[src/rtl/tff_cell.sv]
// rtl/tff_cell.sv - single T flip-flop cell with synchronous clear
module tff_cell (
    input  logic clk,
    input  logic clr,
    input  logic t,
    output logic q
);

    // Toggle on T, clear has priority over any toggle request
    always_ff @(posedge clk) begin
        if (clr) begin
            q <= 1'b0;
        end else if (t) begin
            q <= ~q;
        end
    end

endmodule

[src/rtl/tff_modn_counter.sv]
// rtl/tff_modn_counter.sv - mod-N up/down counter built from T flip-flop cells
module tff_modn_counter #(
    parameter int WIDTH   = 4,
    parameter int MODULUS = 10
) (
    input  logic             clk,
    input  logic             clr,
    input  logic             en,
    input  logic             up,
    input  logic             load,
    input  logic [WIDTH-1:0] d,
    output logic [WIDTH-1:0] q,
    output logic             tc,
    output logic             wrap,
    output logic             load_err
);

    localparam int MAXV = MODULUS - 1;

    // One extra bit so MODULUS == 2**WIDTH still fits in the comparisons
    localparam logic [WIDTH:0]   MOD_EXT  = (WIDTH + 1)'(MODULUS);
    localparam logic [WIDTH:0]   MAXV_EXT = (WIDTH + 1)'(MAXV);
    localparam logic [WIDTH-1:0] MAXV_Q   = WIDTH'(MAXV);

    generate
        if (WIDTH < 1 || WIDTH > 16 || MODULUS < 2 || MODULUS > (1 << WIDTH)) begin : g_bad_param
            $error("tff_modn_counter: WIDTH must be 1..16 and MODULUS 2..2**WIDTH");
        end
    endgenerate

    logic [WIDTH-1:0] next_q;
    logic [WIDTH-1:0] t;
    logic [WIDTH:0]   q_ext;
    logic [WIDTH:0]   d_ext;
    logic [WIDTH:0]   q_inc;
    logic [WIDTH:0]   q_dec;
    logic             wrap_step;
    logic             bad_load;

    assign q_ext = {1'b0, q};
    assign d_ext = {1'b0, d};
    assign q_inc = q_ext + 1'b1;
    assign q_dec = q_ext - 1'b1;

    // Next count: load beats count; out-of-range states behave as a wrap
    always_comb begin
        next_q    = q;
        wrap_step = 1'b0;
        bad_load  = 1'b0;
        if (load) begin
            if (d_ext < MOD_EXT) begin
                next_q = d;
            end else begin
                next_q   = MAXV_Q;
                bad_load = 1'b1;
            end
        end else if (en) begin
            if (up) begin
                if (q_ext >= MAXV_EXT) begin
                    next_q    = '0;
                    wrap_step = 1'b1;
                end else begin
                    next_q = q_inc[WIDTH-1:0];
                end
            end else begin
                if (q_ext == '0 || q_ext > MAXV_EXT) begin
                    next_q    = MAXV_Q;
                    wrap_step = 1'b1;
                end else begin
                    next_q = q_dec[WIDTH-1:0];
                end
            end
        end
    end

    // Only bits that differ from the next count are toggled
    assign t  = q ^ next_q;

    assign tc = en & ~load & (up ? (q_ext == MAXV_EXT) : (q_ext == '0));

    generate
        for (genvar i = 0; i < WIDTH; i++) begin : g_cell
            tff_cell u_cell (
                .clk (clk),
                .clr (clr),
                .t   (t[i]),
                .q   (q[i])
            );
        end
    endgenerate

    // Status pulses land on the same edge as the count they describe
    always_ff @(posedge clk) begin
        if (clr) begin
            wrap     <= 1'b0;
            load_err <= 1'b0;
        end else begin
            wrap     <= wrap_step;
            load_err <= bad_load;
        end
    end

endmodule

[config.mk]
export PLATFORM = sky130hd
export DESIGN_NAME = tff_modn_counter
export DESIGN_NICKNAME = d
export VERILOG_FILES = /design/src/rtl/tff_cell.sv /design/src/rtl/tff_modn_counter.sv
export SDC_FILE = /design/constraint.sdc
export NUM_CORES = 1
export LEC_CHECK = 0
export CORE_MARGIN = 8
export CORE_UTILIZATION = 41
export DETAILED_ROUTE_END_ITERATION = 10
export PLACE_DENSITY = 0.77
export SLEW_MARGIN = 20
export SYNTH_ARGS = -nofsm -noshare
export SYNTH_HDL_FRONTEND = slang
export SYNTH_SLANG_ARGS = --single-unit
[constraint.sdc]
create_clock -name clk -period 1.7 [get_ports clk]
set_clock_uncertainty 0.1 [all_clocks]
set_input_delay 0.51 -clock clk [delete_from_list [all_inputs] [get_ports clk]]
set_output_delay 0.51 -clock clk [all_outputs]
set_load 0.05 [all_outputs]
==> flow_summary.toml, run 1 <==
[status]
status = "finished, violations left"
failed_checks = "setup timing"

[layout]
drive_above_1_share = 0.4808
num_antenna_cells = 0
nets = 118
fin_area_mm2 = 0.001021
layout_common_cells = "buf_4 (18), buf_12 (7), nor2_1 (5), nand2_1 (5), clkdlybuf4s50_1 (5)"
area_growth_pct = 81.74
layout_commonest_cell = "buf_4"

[synth]
synth_seq_area_share = 0.2138
ys.flop_type = "dfxtp_1"
ys_warn_count = 0
syn_area_um2 = 561.8
ys_ff_latch = 6
synth_top_area_frac = 0.2138
synth_top_area_cell = "dfxtp_1"
synthTopCellsByArea = "dfxtp_1 (21%), buf_4 (6.7%), ha_1 (6.7%)"
synth_cell_types = 29
synth_edf_count = 0
postSynthCellCount = 75
synthArstFlopShare = 0
synth_fp_nets = 87
synth.avg_cell_area_um2 = 7.491

[setup_path]
crit_start = "g_cell[0].u_cell.q$_SDFFE_PP0P_"
cp_slowest_cell = "dfxtp_2"
r2r-end = "g_cell[3].u_cell.q$_SDFFE_PP0P_"
worstSetupEndpoint = "tc"
critical_path_class = "reg -> out"
cpPeakStageDelay_ns = 0.33
critPathLaunchType = "flop"
worst-endpoint-arrival_ns = 1.37
cp_max_fo = 3
cp.required_ns = 1.09
cp_cell_sequence = "inv_2 -> ha_4 -> nand2b_4 -> nor2_4 -> a31oi_4 -> nor3_4 -> buf_12"
reg2reg_from = "g_cell[0].u_cell.q$_SDFFE_PP0P_"
reg2reg_depth = 7
cp-end-kind = "output pin"
r2r_setup_slack_ns = -0.10

[clock_tree]
cts.sinks = 6
insertion_delay_ns = 0.25
htreeDepth = 1
cts_tree = "yes"
path_clk_slew_ns = 0.05
postCtsHoldBufs = 0
root_buffer = "clkbuf_4"
clock_path_buffers = 2
cts_inserted_buffers = 3

[timing]
setup_violations = 2
clock.fmax_mhz = 505.1
setup_tns_ns = -0.3831
hold_slack_ns = 0.5976
post-route-min-period_ns = 1.980
finalMaxSlewViolations = 0
hold_violations = 0
slew_headroom = 0.8229
timing.final.crit_share = 1.165
rsz0062_at_grt = "yes"
worst_pin_slew_ns = 0.2621
fin_ws_ns = -0.2797

[pwr]
p_leak_nw = 0.4357
peakVddDrop_mv = 0.4688
power_mw = 0.6243
power.density_mw_per_mm2 = 611.5

[die]
die-width_um = 53.02
die_area_mm2 = 0.002811
die_h_um = 53.02
io_pins = 16
num_rows = 13
core_mm2 = 0.001285
initial_core_util = 0.4372

[global_route]
gr-usage-all-layers = 0.1438
gr-total-overflow = 0
grt_pass1_wl_um = 3118
grt_max_degree = 12
grt_pass1_vias = 688
antenna_found_initial = 0

[routing]
wl_per_cell_um = 16.02
avgViaCountPerCell = 5.874
vias = 699
drtIter0Drc = 31
ant_nets = 0
wl_um = 1906
drc_errors = 0
dr.pass1.iters = 4

[job]
cap_violations = 0

[placed_design]
port_buffers = 15
place_area_um2 = 907.1
hpwl_um = 1417
dp_slack_ns = -0.6249
finalWeightedCongestion = 0.9363

[min_path]
min_path_cells = 3
min_path_type = "in -> reg"
metrics by stage:
stage / cells / util
2_1_floorplan: 75 / -
3_3_place_gp: 114 / 0.7059
3_5_place_dp: 114 / 0.7059
4_1_cts: 119 / 0.7809
5_1_grt: 119 / 0.7945
6_report: 119 / 0.7945
worst min-delay path by stage:
stage	startpoint	slack [ns]	endpoint
floorplan	g_cell[1].u_cell.q$_SDFFE_PP0P_	0.45	g_cell[1].u_cell.q$_SDFFE_PP0P_
global placement	g_cell[1].u_cell.q$_SDFFE_PP0P_	0.62	g_cell[1].u_cell.q$_SDFFE_PP0P_
detailed placement	g_cell[1].u_cell.q$_SDFFE_PP0P_	0.62	g_cell[1].u_cell.q$_SDFFE_PP0P_
CTS	load	0.60	wrap$_SDFF_PP0_
global route	load	0.63	wrap$_SDFF_PP0_
finish	load	0.60	wrap$_SDFF_PP0_
cell usage after synthesis (3+ instances only):
| master | number |
|---|---|
| nand2_1 | 7 |
| dfxtp_1 | 6 |
| inv_1 | 6 |
| nor2_1 | 6 |
| buf_4 | 5 |
| a21oi_1 | 4 |
| nor3_1 | 4 |
| a311oi_1 | 3 |
| ha_1 | 3 |
| nand2b_1 | 3 |
| o21ai_0 | 3 |
power breakdown:
part / internal (mW) / leakage, nW / switching (mW) / total, mW
combinational: 0.165 / 0.372 / 0.159 / 0.324
sequential: 0.151 / 0.0503 / 0.0105 / 0.162
clock: 0.0803 / 0.0138 / 0.0585 / 0.139
worst max-delay path: cells and delay by family, from the launching register on:
kind | cells | cell delay [ns]
flops | 1 | 0.33
fa+ha+maj | 1 | 0.15
buf+inv | 2 | 0.24
simple gates | 3 | 0.34
compound gates | 1 | 0.05
timing repair:
| action | CTS | global route |
|---|---|---|
| endpoints found under the setup margin | 5 | 6 |
| resized for setup | 16 | 7 |
| cloned | 0 | 0 |
| pin swaps | 7 | 2 |
| setup buffers | 3 | 0 |
layer usage:
layer | track usage | wire, µm | vias to the layer above
li1 | - | - | 327
met1 | 0.1680 | 767 | 327
met2 | 0.2441 | 941 | 38
met3 | 0.02521 | 144 | 7
met4 | 0.06897 | 53 | 0
met5 | 0 | 0 | -
cells by family after synthesis:
family,Yosys count,synth area share
adders and majority gates,3,0.06682
buffers and inverters,15,0.1804
AOI/OAI and AO/OA,21,0.2561
and+or+nand+nor,30,0.2829
DFF,6,0.2138
cell type report:
cell class              count  area, µm²
fillers                    88      264.0
clock buffers               3      22.52
repair buffers             35      375.4
multi-input cells          54      455.4
well taps                  15      18.77
inverters                   6      25.02
flip-flops and latches      6      123.9
state kept, by name (all words and copies together), names as in the netlist:
signal	cells
load_err	1
wrap	1
g_cell.u_cell.q	4
(Power assumes the default switching activity.)
==> run 2: changes to the inputs <==
--- a/config.mk
+++ b/config.mk
@@ -6,10 +6,11 @@
 export NUM_CORES = 1
 export LEC_CHECK = 0
 export CORE_MARGIN = 8
-export CORE_UTILIZATION = 41
+export CORE_UTILIZATION = 42
 export DETAILED_ROUTE_END_ITERATION = 10
 export PLACE_DENSITY = 0.77
 export SLEW_MARGIN = 20
 export SYNTH_ARGS = -nofsm -noshare
 export SYNTH_HDL_FRONTEND = slang
+export SYNTH_HIERARCHICAL = 1
 export SYNTH_SLANG_ARGS = --single-unit
==> run 2 against run 1 <==
The run still ends with setup timing left. Total power grew to 3.9 times the previous value. Clock power about the same. Wire length is 41% higher. Synthesized cell count grew 8.0%. Register-to-register slack worse by 0.21 ns. Highest routed layer unchanged. Sequential power increased by 110%. Flip-flop and latch count unchanged. Die area increased by 6.9%. Final cell count grew 20%.
==> flow_summary.toml, run 2 <==
[synth]
synth.avg_cell_area_um2 = 7.816
synth_top_area_cell = "dfxtp_1"
ys.flop_type = "dfxtp_1"
ys_ff_latch = 6
synth_fp_nets = 93
synthTopCellsByArea = "dfxtp_1 (19%), ha_1 (5.9%), xnor2_1 (5.5%)"
synth_cell_types = 36
synth_top_area_frac = 0.1897
syn_area_um2 = 633.1
postSynthCellCount = 81
synth_seq_area_share = 0.1897
ys_warn_count = 6
synth_edf_count = 0
synthArstFlopShare = 0
synthTopCellsByCount = "dfxtp_1 (6), nand2_1 (6), nor2_1 (6)"

[pwr]
power_mw = 2.462
p_leak_nw = 0.5338
power.density_mw_per_mm2 = 1939
peakVddDrop_mv = 1.443

[global_route]
grt_pass1_wl_um = 3981
antenna_found_initial = 0
gr-usage-all-layers = 0.1807
grt_pass1_vias = 873
gr-total-overflow = 0
grt_max_degree = 8

[placed_design]
port_buffers = 15
finalWeightedCongestion = 0.8211
dp.cells = 137
place_area_mm2 = 0.001152
hpwl_um = 1861
dp_slack_ns = -0.7910

[clock_tree]
cts_tree = "yes"
cts.sinks = 6
htreeDepth = 1
insertion_delay_ns = 0.26
postCtsHoldBufs = 0
cts_inserted_buffers = 3
clock_path_buffers = 2
root_buffer = "clkbuf_4"
path_clk_slew_ns = 0.04

[timing]
hold_violations = 0
worst_pin_slew_ns = 0.2833
hold_slack_ns = 0.5718
post-route-min-period_ns = 2.018
clock.fmax_mhz = 495.5
finalMaxSlewViolations = 0
setup_violations = 5
rsz0062_at_grt = "yes"
slew_headroom = 0.8057
timing.final.crit_share = 1.187
fin_ws_ns = -0.3183
setup_tns_ns = -1.121

[layout]
top_regs = "g_cell.u_cell/q x4, load_err x1, wrap x1"
top_register = "g_cell.u_cell/q"
layout_commonest_cell = "buf_4"
fin_area_mm2 = 0.001270
area_growth_pct = 100.6
n_fill_cell = 65
fin_util = 0.8735
regArea_um2 = 135.1
nets = 141
multi_input_area_um2 = 596.8
drive_above_1_share = 0.5197
instances_no_fill = 143
num_antenna_cells = 0
layout_common_cells = "buf_4 (28), buf_12 (8), nor2_1 (5), clkdlybuf4s50_1 (5)"
largest_reg_flops = 4

[die]
initial_core_util = 0.4355
core_mm2 = 0.001454
die_area_mm2 = 0.003006
die-width_um = 54.83
num_rows = 14
io_pins = 16
die_h_um = 54.83

[setup_path]
critPathLaunchType = "flop"
cp-end-kind = "output pin"
critical_path_class = "reg -> out"
worst-endpoint-arrival_ns = 1.41
cp.required_ns = 1.09
cp_max_fo = 5

[routing]
drtIter0Drc = 39
wl_per_cell_um = 18.73
dr.pass1.iters = 4
ant_nets = 0
drc_errors = 0
avgViaCountPerCell = 5.902
wl_um = 2679
vias = 844

[min_path]
min_path_type = "reg -> reg"

[job]
cap_violations = 0

[status]
status = "finished, violations left"
failed_checks = "setup timing"
[run 2: critical path, stage by stage, from the launching register on]
cell	delay, ns
dfxtp_4	0.35
inv_4	0.08
ha_4	0.20
nand3_4	0.08
a211oi_4	0.27
buf_12	0.17
[run 2: power by group]
| group | switching (mW) | leakage (nW) | total (mW) | internal (mW) |
|---|---|---|---|---|
| Sequential | 0.115 | 0.0519 | 0.339 | 0.223 |
| Combinational | 0.920 | 0.468 | 1.98 | 1.06 |
| Clock | 0.0593 | 0.0138 | 0.140 | 0.0804 |
| Total | 1.09 | 0.534 | 2.46 | 1.37 |
[run 2: final cells by class]
cell class / instances / share of cell area
flip-flops and latches: 6 / 0.1064
clock buffers: 3 / 0.01773
inverters: 5 / 0.01872
repair buffers: 46 / 0.3714
multi-input cells: 67 / 0.4699
well taps: 16 / 0.01576
[run 2: per-layer routing]
metal / GRT usage / vias to the layer above / part of all wire
met3: 0.03804 / 10 / 0.051
met4: 0.07787 / 0 / 0.029
met5: 0 / - / 0
met1: 0.1902 / 402 / 0.38
met2: 0.3340 / 39 / 0.54
li1: - / 393 / -
[run 2: cell families after synthesis]
logic type | after synthesis | share of synthesized area
xor+xnor | 5 | 0.06917
mux | 3 | 0.04743
flops | 6 | 0.1897
simple gates | 29 | 0.2549
fa+ha+maj | 3 | 0.05929
compound gates | 27 | 0.3221
buf+inv | 8 | 0.05732
[run 2: final timing paths]
path | start | to | slack [ns] | cells past startpoint
setup / recovery | g_cell[1].u_cell/q$_SDFFE_PP0P_ | tc | -0.32 | 5
setup reg to reg | g_cell[0].u_cell/q$_SDFFE_PP0P_ | g_cell[3].u_cell/q$_SDFFE_PP0P_ | -0.31 | 9
hold / removal | g_cell[0].u_cell/q$_SDFFE_PP0P_ | g_cell[0].u_cell/q$_SDFFE_PP0P_ | 0.57 | 3
hold reg to reg | g_cell[0].u_cell/q$_SDFFE_PP0P_ | g_cell[0].u_cell/q$_SDFFE_PP0P_ | 0.57 | 3
[run 2: timing repair]
item,in CTS,in global routing
setup buffers,3,0
resized for setup,23,5
pin swaps,11,3
setup endpoints to repair,6,6
==> run 3: changes to the inputs <==
--- a/config.mk
+++ b/config.mk
@@ -5,6 +5,7 @@
 export SDC_FILE = /design/constraint.sdc
 export NUM_CORES = 1
 export LEC_CHECK = 0
+export CAP_MARGIN = 20
 export CORE_MARGIN = 8
 export CORE_UTILIZATION = 42
 export DETAILED_ROUTE_END_ITERATION = 10
==> constraint.sdc (replaced) <==
create_clock -name clk -period 1.7 [get_ports clk]
set_clock_uncertainty 0.1 [all_clocks]
set_input_delay 0.425 -clock clk [delete_from_list [all_inputs] [get_ports clk]]
set_output_delay 0.425 -clock clk [all_outputs]
set_load 0.05 [all_outputs]
==> run 3 against run 2 <==
The flow still finishes with violations (setup timing). Worst hold slack better by 0.026 ns. Clock power is 8% higher. Non-clock buffer count is 5 lower. Global-route usage is 0.98 points lower. Combinational power is 12% lower. Sequential power hardly changed. First-iteration DRC count is 51% lower. Total power is 8.9% lower. Core utilization is 5.1 points lower. Wire length is 13% lower. Via count is 1.5% lower. Critical endpoint is now g_cell[2].u_cell/q$_SDFFE_PP0P_. Largest cell class unchanged. Highest routed layer unchanged.
==> flow_summary.toml, run 3 (synthesized netlist as in run 2, its figures left out) <==
[timing]
clock.fmax_mhz = 494.1
worst_pin_slew_ns = 0.3511
setup_tns_ns = -1.001
finalMaxSlewViolations = 0
hold_violations = 0
post-route-min-period_ns = 2.024
setup_violations = 5
slew_headroom = 0.7659
fin_ws_ns = -0.3237
timing.final.crit_share = 1.190
rsz0062_at_grt = "yes"

[pwr]
pwr-share-seq = 0.152
combPwrFrac = 0.781
p_clk_frac = 0.067
power.density_mw_per_mm2 = 1875
power_mw = 2.242
p_sw_frac = 0.4512
intPower_mw = 1.231
p_leak_nw = 0.5002
switchingPower_mw = 1.012
peakVddDrop_mv = 1.150

[routing]
drtIter0Drc = 19
wl_per_cell_um = 16.73
wl_um = 2326
dr.pass1.iters = 4
vias = 831
ant_nets = 0
drc_errors = 0
avgViaCountPerCell = 5.978

[clock_tree]
cts.sinks = 6
root_buffer = "clkbuf_4"
cts_inserted_buffers = 3
path_clk_slew_ns = 0.05
insertion_delay_ns = 0.26
cts_tree = "yes"
postCtsHoldBufs = 0
clock_path_buffers = 2
htreeDepth = 1

[layout]
layout_commonest_cell = "buf_4"
nets = 136
num_antenna_cells = 0
largest_reg_flops = 4
drive_above_1_share = 0.4715
top_regs = "g_cell.u_cell/q x4, load_err x1, wrap x1"
layout_common_cells = "buf_4 (24), buf_12 (7), nand2_1 (5), nor2_1 (5), clkdlybuf4s50_1 (5)"
area_growth_pct = 88.93
top_register = "g_cell.u_cell/q"

[job]
cap_violations = 0

[setup_path]
critical_path_class = "reg -> reg"
worst-endpoint-arrival_ns = 2.06
cp_cell_sequence = "buf_4 -> ha_2 -> and3b_1 -> a21oi_2 -> o221ai_1 -> a32oi_1 -> xnor2_1 -> nor2_1"
cp.required_ns = 1.74
cp-end-kind = "flop"
cpPeakStageDelay_ns = 0.36
critPathLaunchType = "flop"
crit_buf_inv = 1
cp_max_fo = 7
cp_slowest_cell = "dfxtp_4"
critical-path-top-delay-family = "compound AO/OA/AOI/OAI gates"

[die]
num_rows = 14
core_mm2 = 0.001454
die_h_um = 54.83
die-width_um = 54.83
initial_core_util = 0.4355
io_pins = 16
die_area_mm2 = 0.003006

[status]
status = "finished, violations left"
failed_checks = "setup timing"

[global_route]
gr-usage-all-layers = 0.1709
grt_pass1_vias = 871
grt_max_degree = 14
antenna_found_initial = 0
grt_pass1_wl_um = 3657
gr-total-overflow = 0

[placed_design]
hpwl_um = 1696
dp_slack_ns = -0.6026
finalWeightedCongestion = 0.9199
port_buffers = 15

[min_path]
min_path_type = "reg -> reg"
-- run 3: final cells by class --
| class | instances | area (µm²) |
|---|---|---|
| clock buffer | 4 | 26.28 |
| fill | 87 | 257.7 |
| inverter | 5 | 23.77 |
| multi-input combinational | 67 | 574.3 |
| sequential | 6 | 132.6 |
| tap | 16 | 20.02 |
| timing repair buffer | 41 | 419.2 |
-- run 3: worst min-delay path, cell delays in order (launching register included) --
cell and delay (ns):
dfxtp_4 0.35, buf_4 0.17, xnor2_1 0.08, nor2_1 0.07
-- run 3: per-layer routing --
metal,wire [µm],vias up,part of all wire,track usage
met2,1175,45,0.51,0.2792
met1,849,386,0.37,0.1593
li1,-,382,-,-
met5,0,-,0,0
met3,142,18,0.061,0.05978
met4,159,0,0.068,0.1721
-- run 3: timing repair --
item                       in CTS  in global routing
setup endpoints to repair       6                  5
pin swaps                       8                  3
gates resized for setup        17                  4
setup buffers                   3                  2
-- run 3: stage by stage --
stage	utilization	instance area (µm²)	hold slack (ns)	instances
floorplan	-	684.4	0.3877	81
global placement	0.7324	1065	0.5273	130
detailed placement	0.7324	1065	0.5643	130
CTS	0.8012	1165	0.5984	137
global route	0.8227	1196	0.6217	139
finish	0.8227	1196	0.5974	139
-- run 3: worst paths after layout --
check / startpoint / cells past startpoint / slack, ns / end
setup / recovery: g_cell[0].u_cell/q$_SDFFE_PP0P_ / 8 / -0.32 / g_cell[2].u_cell/q$_SDFFE_PP0P_
hold / removal: g_cell[1].u_cell/q$_SDFFE_PP0P_ / 3 / 0.60 / g_cell[1].u_cell/q$_SDFFE_PP0P_
setup reg to reg: g_cell[0].u_cell/q$_SDFFE_PP0P_ / 8 / -0.32 / g_cell[2].u_cell/q$_SDFFE_PP0P_
hold reg to reg: g_cell[1].u_cell/q$_SDFFE_PP0P_ / 3 / 0.60 / g_cell[1].u_cell/q$_SDFFE_PP0P_
-- run 3: power by group through the flow --
stage	registers, mW	clock network, mW	logic, mW
after detailed placement	0.327	0	1.51
after CTS	0.338	0.156	1.64
final	0.340	0.151	1.75
after floorplan	0.478	0	0.715
after global routing	0.350	0.166	1.86
after global placement	0.322	0	1.45
